--- config.mk ---
export PLATFORM = sky130hd
export DESIGN_NAME = division_controller
export DESIGN_NICKNAME = d
export VERILOG_FILES = /design/src/rtl/division_controller.sv
export SDC_FILE = /design/constraint.sdc
export NUM_CORES = 1
export LEC_CHECK = 0
export CAP_MARGIN = 25
export CORE_UTILIZATION = 30
export DETAILED_ROUTE_END_ITERATION = 12
export GPL_ROUTABILITY_DRIVEN = 0
export MAX_ROUTING_LAYER = met4
export PLACE_DENSITY_LB_ADDON = 0.1
export REMOVE_ABC_BUFFERS = 1
export SLEW_MARGIN = 20
export SYNTH_ARGS = -nofsm -noshare
export SYNTH_HDL_FRONTEND = slang
export SYNTH_SLANG_ARGS = --single-unit
export TNS_END_PERCENT = 10
--- constraint.sdc ---
create_clock -name clk_i -period 3.59 [get_ports clk_i]
set_clock_uncertainty 0.05 [all_clocks]
set_input_delay 0.8975 -clock clk_i [delete_from_list [all_inputs] [get_ports clk_i]]
set_output_delay 0.8975 -clock clk_i [all_outputs]
set_load 0.02 [all_outputs]
--- src/rtl/division_controller.sv ---
`default_nettype none
// ============================================================================
// Module   : division_controller
// Purpose  : Execute-stage front end that sequences DIV/DIVU/REM/REMU through
//            an unsigned iterative divide core, with sign fix-up and stalls.
// Revision : 1.0
// ============================================================================
module division_controller #(
  parameter int VERI_GENISLIGI = 32,
  parameter int ZAMAN_ASIMI    = 40
) (
  input  logic                      clk_i,
  input  logic                      rst_i,
  input  logic                      gecerli_i,
  input  logic [1:0]                islem_i,
  input  logic [VERI_GENISLIGI-1:0] bolunen_i,
  input  logic [VERI_GENISLIGI-1:0] bolen_i,
  input  logic [4:0]                hedef_yazmac_i,
  input  logic                      iptal_i,
  output logic                      durdur_o,
  output logic [VERI_GENISLIGI-1:0] sonuc_o,
  output logic                      sonuc_gecerli_o,
  output logic [4:0]                hedef_yazmac_o,
  output logic                      hata_o,
  output logic                      cekirdek_basla_o,
  output logic [1:0]                cekirdek_islem_o,
  output logic [VERI_GENISLIGI-1:0] cekirdek_bolunen_o,
  output logic [VERI_GENISLIGI-1:0] cekirdek_bolen_o,
  input  logic [VERI_GENISLIGI-1:0] cekirdek_sonuc_i,
  input  logic                      cekirdek_bitti_i
);

  localparam int W  = VERI_GENISLIGI;
  localparam int CW = $clog2(ZAMAN_ASIMI + 1);

  localparam logic [2:0] C_BOSTA  = 3'd0;
  localparam logic [2:0] C_BASLAT = 3'd1;
  localparam logic [2:0] C_BEKLE  = 3'd2;
  localparam logic [2:0] C_DUZELT = 3'd3;
  localparam logic [2:0] C_SONUC  = 3'd4;

  localparam logic [W-1:0]  C_SIFIR     = '0;
  localparam logic [W-1:0]  C_HEPSI_BIR = '1;
  localparam logic [W-1:0]  C_EN_KUCUK  = {1'b1, {(W-1){1'b0}}};
  localparam logic [CW-1:0] C_SON_SAYIM = CW'(ZAMAN_ASIMI - 1);
  localparam logic [CW-1:0] C_SAYAC_BIR = CW'(1);

  logic [2:0]    state_q, state_d;
  logic [1:0]    islem_q, islem_d;
  logic          isaret_a_q, isaret_a_d;
  logic          isaret_b_q, isaret_b_d;
  logic [W-1:0]  mag_a_q, mag_a_d;
  logic [W-1:0]  mag_b_q, mag_b_d;
  logic [4:0]    rd_q, rd_d;
  logic [W-1:0]  ham_q, ham_d;
  logic [W-1:0]  sonuc_q, sonuc_d;
  logic          mesgul_q, mesgul_d;
  logic [CW-1:0] sayac_q, sayac_d;
  logic          zaman_asimi_q, zaman_asimi_d;
  logic [1:0]    cekirdek_op_q, cekirdek_op_d;

  logic          w_kabul;
  logic          w_imzali;
  logic          w_isaret_a;
  logic          w_isaret_b;
  logic          w_sifir_bolen;
  logic          w_tasma;
  logic          w_ozel;
  logic [W-1:0]  w_ozel_sonuc;
  logic          w_bitti;
  logic          w_son_sayim;
  logic          w_negatif;
  logic [W-1:0]  w_duzeltilmis;

  // Operand classification for the instruction sitting in the execute register.
  always_comb begin
    w_kabul       = (state_q == C_BOSTA) && gecerli_i && !iptal_i && !mesgul_q;
    w_imzali      = !islem_i[0];
    w_isaret_a    = w_imzali && bolunen_i[W-1];
    w_isaret_b    = w_imzali && bolen_i[W-1];
    w_sifir_bolen = (bolen_i == C_SIFIR);
    w_tasma       = w_imzali && (bolunen_i == C_EN_KUCUK) && (bolen_i == C_HEPSI_BIR);
    w_ozel        = w_sifir_bolen || w_tasma;
    if (w_sifir_bolen) begin
      w_ozel_sonuc = islem_i[1] ? bolunen_i : C_HEPSI_BIR;
    end else begin
      w_ozel_sonuc = islem_i[1] ? C_SIFIR : C_EN_KUCUK;
    end
    w_bitti       = cekirdek_bitti_i && mesgul_q;
    w_son_sayim   = (sayac_q == C_SON_SAYIM);
    // Remainder follows the dividend sign; quotient follows the sign product.
    w_negatif     = islem_q[1] ? isaret_a_q : (isaret_a_q ^ isaret_b_q);
    w_duzeltilmis = w_negatif ? (C_SIFIR - ham_q) : ham_q;
  end

  always_ff @(posedge clk_i) begin
    if (rst_i) begin
      state_q <= C_BOSTA;
    end else begin
      state_q <= state_d;
    end
  end

  always_comb begin
    state_d = state_q;
    case (state_q)
      C_BOSTA: begin
        if (w_kabul) begin
          state_d = w_ozel ? C_SONUC : C_BASLAT;
        end
      end
      C_BASLAT: state_d = iptal_i ? C_BOSTA : C_BEKLE;
      C_BEKLE: begin
        if (iptal_i) begin
          state_d = C_BOSTA;
        end else if (w_bitti) begin
          state_d = C_DUZELT;
        end else if (w_son_sayim) begin
          state_d = C_SONUC;
        end
      end
      C_DUZELT: state_d = iptal_i ? C_BOSTA : C_SONUC;
      C_SONUC:  state_d = C_BOSTA;
      default:  state_d = C_BOSTA;
    endcase
  end

  always_comb begin
    islem_d       = islem_q;
    isaret_a_d    = isaret_a_q;
    isaret_b_d    = isaret_b_q;
    mag_a_d       = mag_a_q;
    mag_b_d       = mag_b_q;
    rd_d          = rd_q;
    ham_d         = ham_q;
    sonuc_d       = sonuc_q;
    mesgul_d      = mesgul_q;
    sayac_d       = sayac_q;
    zaman_asimi_d = zaman_asimi_q;
    cekirdek_op_d = cekirdek_op_q;

    // Any done pulse from a started core frees it, even if its result is stale.
    if (w_bitti) begin
      mesgul_d = 1'b0;
    end

    case (state_q)
      C_BOSTA: begin
        if (w_kabul) begin
          islem_d       = islem_i;
          isaret_a_d    = w_isaret_a;
          isaret_b_d    = w_isaret_b;
          mag_a_d       = w_isaret_a ? (C_SIFIR - bolunen_i) : bolunen_i;
          mag_b_d       = w_isaret_b ? (C_SIFIR - bolen_i) : bolen_i;
          rd_d          = hedef_yazmac_i;
          cekirdek_op_d = {islem_i[1], 1'b1};
          if (w_ozel) begin
            sonuc_d       = w_ozel_sonuc;
            zaman_asimi_d = 1'b0;
          end
        end
      end
      C_BASLAT: begin
        mesgul_d = 1'b1;
        sayac_d  = '0;
      end
      C_BEKLE: begin
        sayac_d = sayac_q + C_SAYAC_BIR;
        if (!iptal_i) begin
          if (w_bitti) begin
            ham_d = cekirdek_sonuc_i;
          end else if (w_son_sayim) begin
            sonuc_d       = C_SIFIR;
            zaman_asimi_d = 1'b1;
          end
        end
      end
      C_DUZELT: begin
        if (!iptal_i) begin
          sonuc_d       = w_duzeltilmis;
          zaman_asimi_d = 1'b0;
        end
      end
      default: ;
    endcase
  end

  always_ff @(posedge clk_i) begin
    if (rst_i) begin
      islem_q       <= '0;
      isaret_a_q    <= 1'b0;
      isaret_b_q    <= 1'b0;
      mag_a_q       <= '0;
      mag_b_q       <= '0;
      rd_q          <= '0;
      ham_q         <= '0;
      sonuc_q       <= '0;
      mesgul_q      <= 1'b0;
      sayac_q       <= '0;
      zaman_asimi_q <= 1'b0;
      cekirdek_op_q <= '0;
    end else begin
      islem_q       <= islem_d;
      isaret_a_q    <= isaret_a_d;
      isaret_b_q    <= isaret_b_d;
      mag_a_q       <= mag_a_d;
      mag_b_q       <= mag_b_d;
      rd_q          <= rd_d;
      ham_q         <= ham_d;
      sonuc_q       <= sonuc_d;
      mesgul_q      <= mesgul_d;
      sayac_q       <= sayac_d;
      zaman_asimi_q <= zaman_asimi_d;
      cekirdek_op_q <= cekirdek_op_d;
    end
  end

  always_comb begin
    durdur_o           = 1'b0;
    sonuc_gecerli_o    = 1'b0;
    hata_o             = 1'b0;
    cekirdek_basla_o   = 1'b0;
    sonuc_o            = sonuc_q;
    hedef_yazmac_o     = rd_q;
    cekirdek_islem_o   = cekirdek_op_q;
    cekirdek_bolunen_o = mag_a_q;
    cekirdek_bolen_o   = mag_b_q;
    case (state_q)
      C_BOSTA:  durdur_o = gecerli_i && !iptal_i;
      C_BASLAT: begin
        durdur_o         = 1'b1;
        cekirdek_basla_o = 1'b1;
      end
      C_BEKLE:  durdur_o = 1'b1;
      C_DUZELT: durdur_o = 1'b1;
      C_SONUC: begin
        sonuc_gecerli_o = !iptal_i;
        hata_o          = !iptal_i && zaman_asimi_q;
      end
      default: ;
    endcase
  end

endmodule
`default_nettype wire

==> qor.yml <==
status: "completed"
met2_length_um: 11800
grt_pass1_wl_um: 39700
area_delta_synth_final_pct: 46.8
relSlewSlack: 0.442
post_cts_buffers: 0
row_count: 58
worstPathRequired_ns: 2.64
cts_resized: 0
synthFlopType: "dfxtp_1"
synth_cell_type_count: 52
hpwl_um: 19700
synth_area_per_cell_um2: 7.83
grt.overflow.total: 0
max_stage_delay_ns: 0.60
drt_pass1_iterations: 4
rsz0062_at_grt: "no"
post-route-period-util: 0.946
post-place-cells: 1551
coreArea_mm2: 0.0253
worst_path_most_repeated_cell: "clkdlybuf4s50_1"
cts_sinks: 148
grt_usage: 0.199
setup_tns_ns: 0
tightest_slew_ns: 0.831
place_worst_setup_slack_ns: -0.169
yosysSeqAreaShare: 0.381
drtIter0Drc: 342
clk_pin_slew_ns: 0.06
cts_root_buf: "clkbuf_16"
crit_path_cell_trace: "clkdlybuf4s50_1 > nor4b_1 > and2_1 > clkdlybuf4s50_1"
antenna_found_initial: 0
num_vias: 7664
hold_path.class: "reg -> reg"
drt-met1-wl_um: 12300
regToRegSetupSlack_ns: 0.93
grt_max_degree: 79
worstSetupPathType: "in -> out"
async_flop_share: 0
port_buffers: 214
drc: 0
crit_path_max_fanout: 2
grt_pass1_vias: 7159
synth_area_leaders: "dfxtp_1, nor2_1, xnor2_1"
drtAntennaViolNets: 0
ys_ff_latch: 148
ios: 215
mostFrequentLayoutCells: "clkdlybuf4s50_1, nor2_1, dfxtp_1"
cts_buffer_depth: 2
ctsHoldBuffers: 0
setup_ws_ns: 0.195
clk_latency_ns: 0.43
vdd_drop_max_mv: 0.259
die_x_um: 163
yosysTopAreaCell: "dfxtp_1"
highest-signal-layer: "met4"
min_period_ns: 3.39
viasPerCell: 4.84
ys_warn_count: 0
diodes: 0
routedWlPerCell_um: 16.3
cp_slowest_cell: "clkdlybuf4s50_1"
synth_edf_count: 0
drv_slew: 0
hold_viol_final: 0
total_power_uw: 4630
cts_made_buffers: 17
tritoncts: "yes"
layout-drive-gt1-share: 0.110
start_util: 0.307
end_kind: "primary output"
hold-worst-slack_ns: 0.404
finalSetupViolations: 0
fin_cells: 1583
netlist_area_mm2: 0.00777
syn-instance-count: 992
crit_buf_inv: 2
htreeDepth: 4
synth_top_area_share: 0.381
die_area_mm2: 0.0265
maxCapViolCount: 0
p_leak_uw: 0.00387
wl_met3_um: 1270
layout_commonest_cell: "clkdlybuf4s50_1"
max_freq_mhz: 295
power_density_mw_per_mm2: 406
fin_nets: 1353
cp-start-kind: "input pin"
die_y_um: 163
arrival_ns: 2.45
totalWireLength_um: 25800
crit_family: "buffers and inverters"
## metal layers
metal	GRT usage	vias to the layer above
li1	-	3992
met1	0.260	3480
met2	0.310	165
met3	0.0351	27
met4	0.0624	0
met5	-	-
## layout make-up
type                       instances  area (um^2)
tap                              330          413
timing repair buffer             293         2840
multi-input combinational        764         4510
clock inverter                    15          191
fill                            2570        13900
clock buffer                      17          425
sequential                       148         2960
inverter                          16         60.1
## worst min-delay path, delay by kind of cell, from the launching register on
kind	cells	cell delay (ns)
compound gates	1	0.05
simple gates	1	0.05
flops	1	0.31
## Yosys cell counts, types with 8 or more instances
library cell,count
clkbuf_1,54
xor2_1,34
nand4_1,12
nor2_1,173
mux2i_1,10
a31oi_1,13
o21ai_0,24
dfxtp_1,148
nand2_1,109
inv_1,15
a211oi_1,59
nand3_1,14
or4_1,9
a21oi_1,96
a311oi_1,8
xnor2_1,55
o22ai_1,10
nor4_1,13
nor3_1,23
nand2b_1,21
or3_1,9
o31ai_1,12
## logic make-up (layout without fill, tap and decap cells)
logic type,after synthesis,count (layout),share of synthesized area
xor gates and xnor gates,89,89,0.100
AOI/OAI and AO/OA,249,249,0.210
buffers and inverters,80,341,0.0411
and+or+nand+nor,411,411,0.247
muxes,10,10,0.0129
adders and majority gates,5,5,0.00805
DFF,148,148,0.381
## state kept, by name, summed over array words and instances, names as in the netlist
signal,flops
cekirdek_islem_o,1
state_q,3
isaret_b_q,1
mesgul_q,1
hedef_yazmac_o,5
sonuc_o,32
islem_q,1
cekirdek_bolunen_o,32
zaman_asimi_q,1
isaret_a_q,1
ham_q,32
sayac_q,6
cekirdek_bolen_o,32
## power by group
part	switching, uW	internal (uW)
clock network	789	1110
registers	58.7	1740
logic	483	448
total	1330	3300
## final timing paths
check,start,end,cells past startpoint
setup / recovery,iptal_i,hata_o,4
hold / removal,cekirdek_bolen_o[22]$_SDFFE_PP0P_,cekirdek_bolen_o[22]$_SDFFE_PP0P_,2
setup reg to reg,ham_q[0]$_SDFFE_PP0P_,sonuc_o[22]$_SDFFE_PP0P_,10
hold reg to reg,cekirdek_bolen_o[22]$_SDFFE_PP0P_,cekirdek_bolen_o[22]$_SDFFE_PP0P_,2
## through the flow
step | cell area, um^2 | utilization
global placement | 10800 | 0.425
detailed placement | 10800 | 0.426
CTS | 11400 | 0.450
floorplan | 7510 | -
finish | 11400 | 0.450
global route | 11400 | 0.450
(Power assumes the default switching activity.)
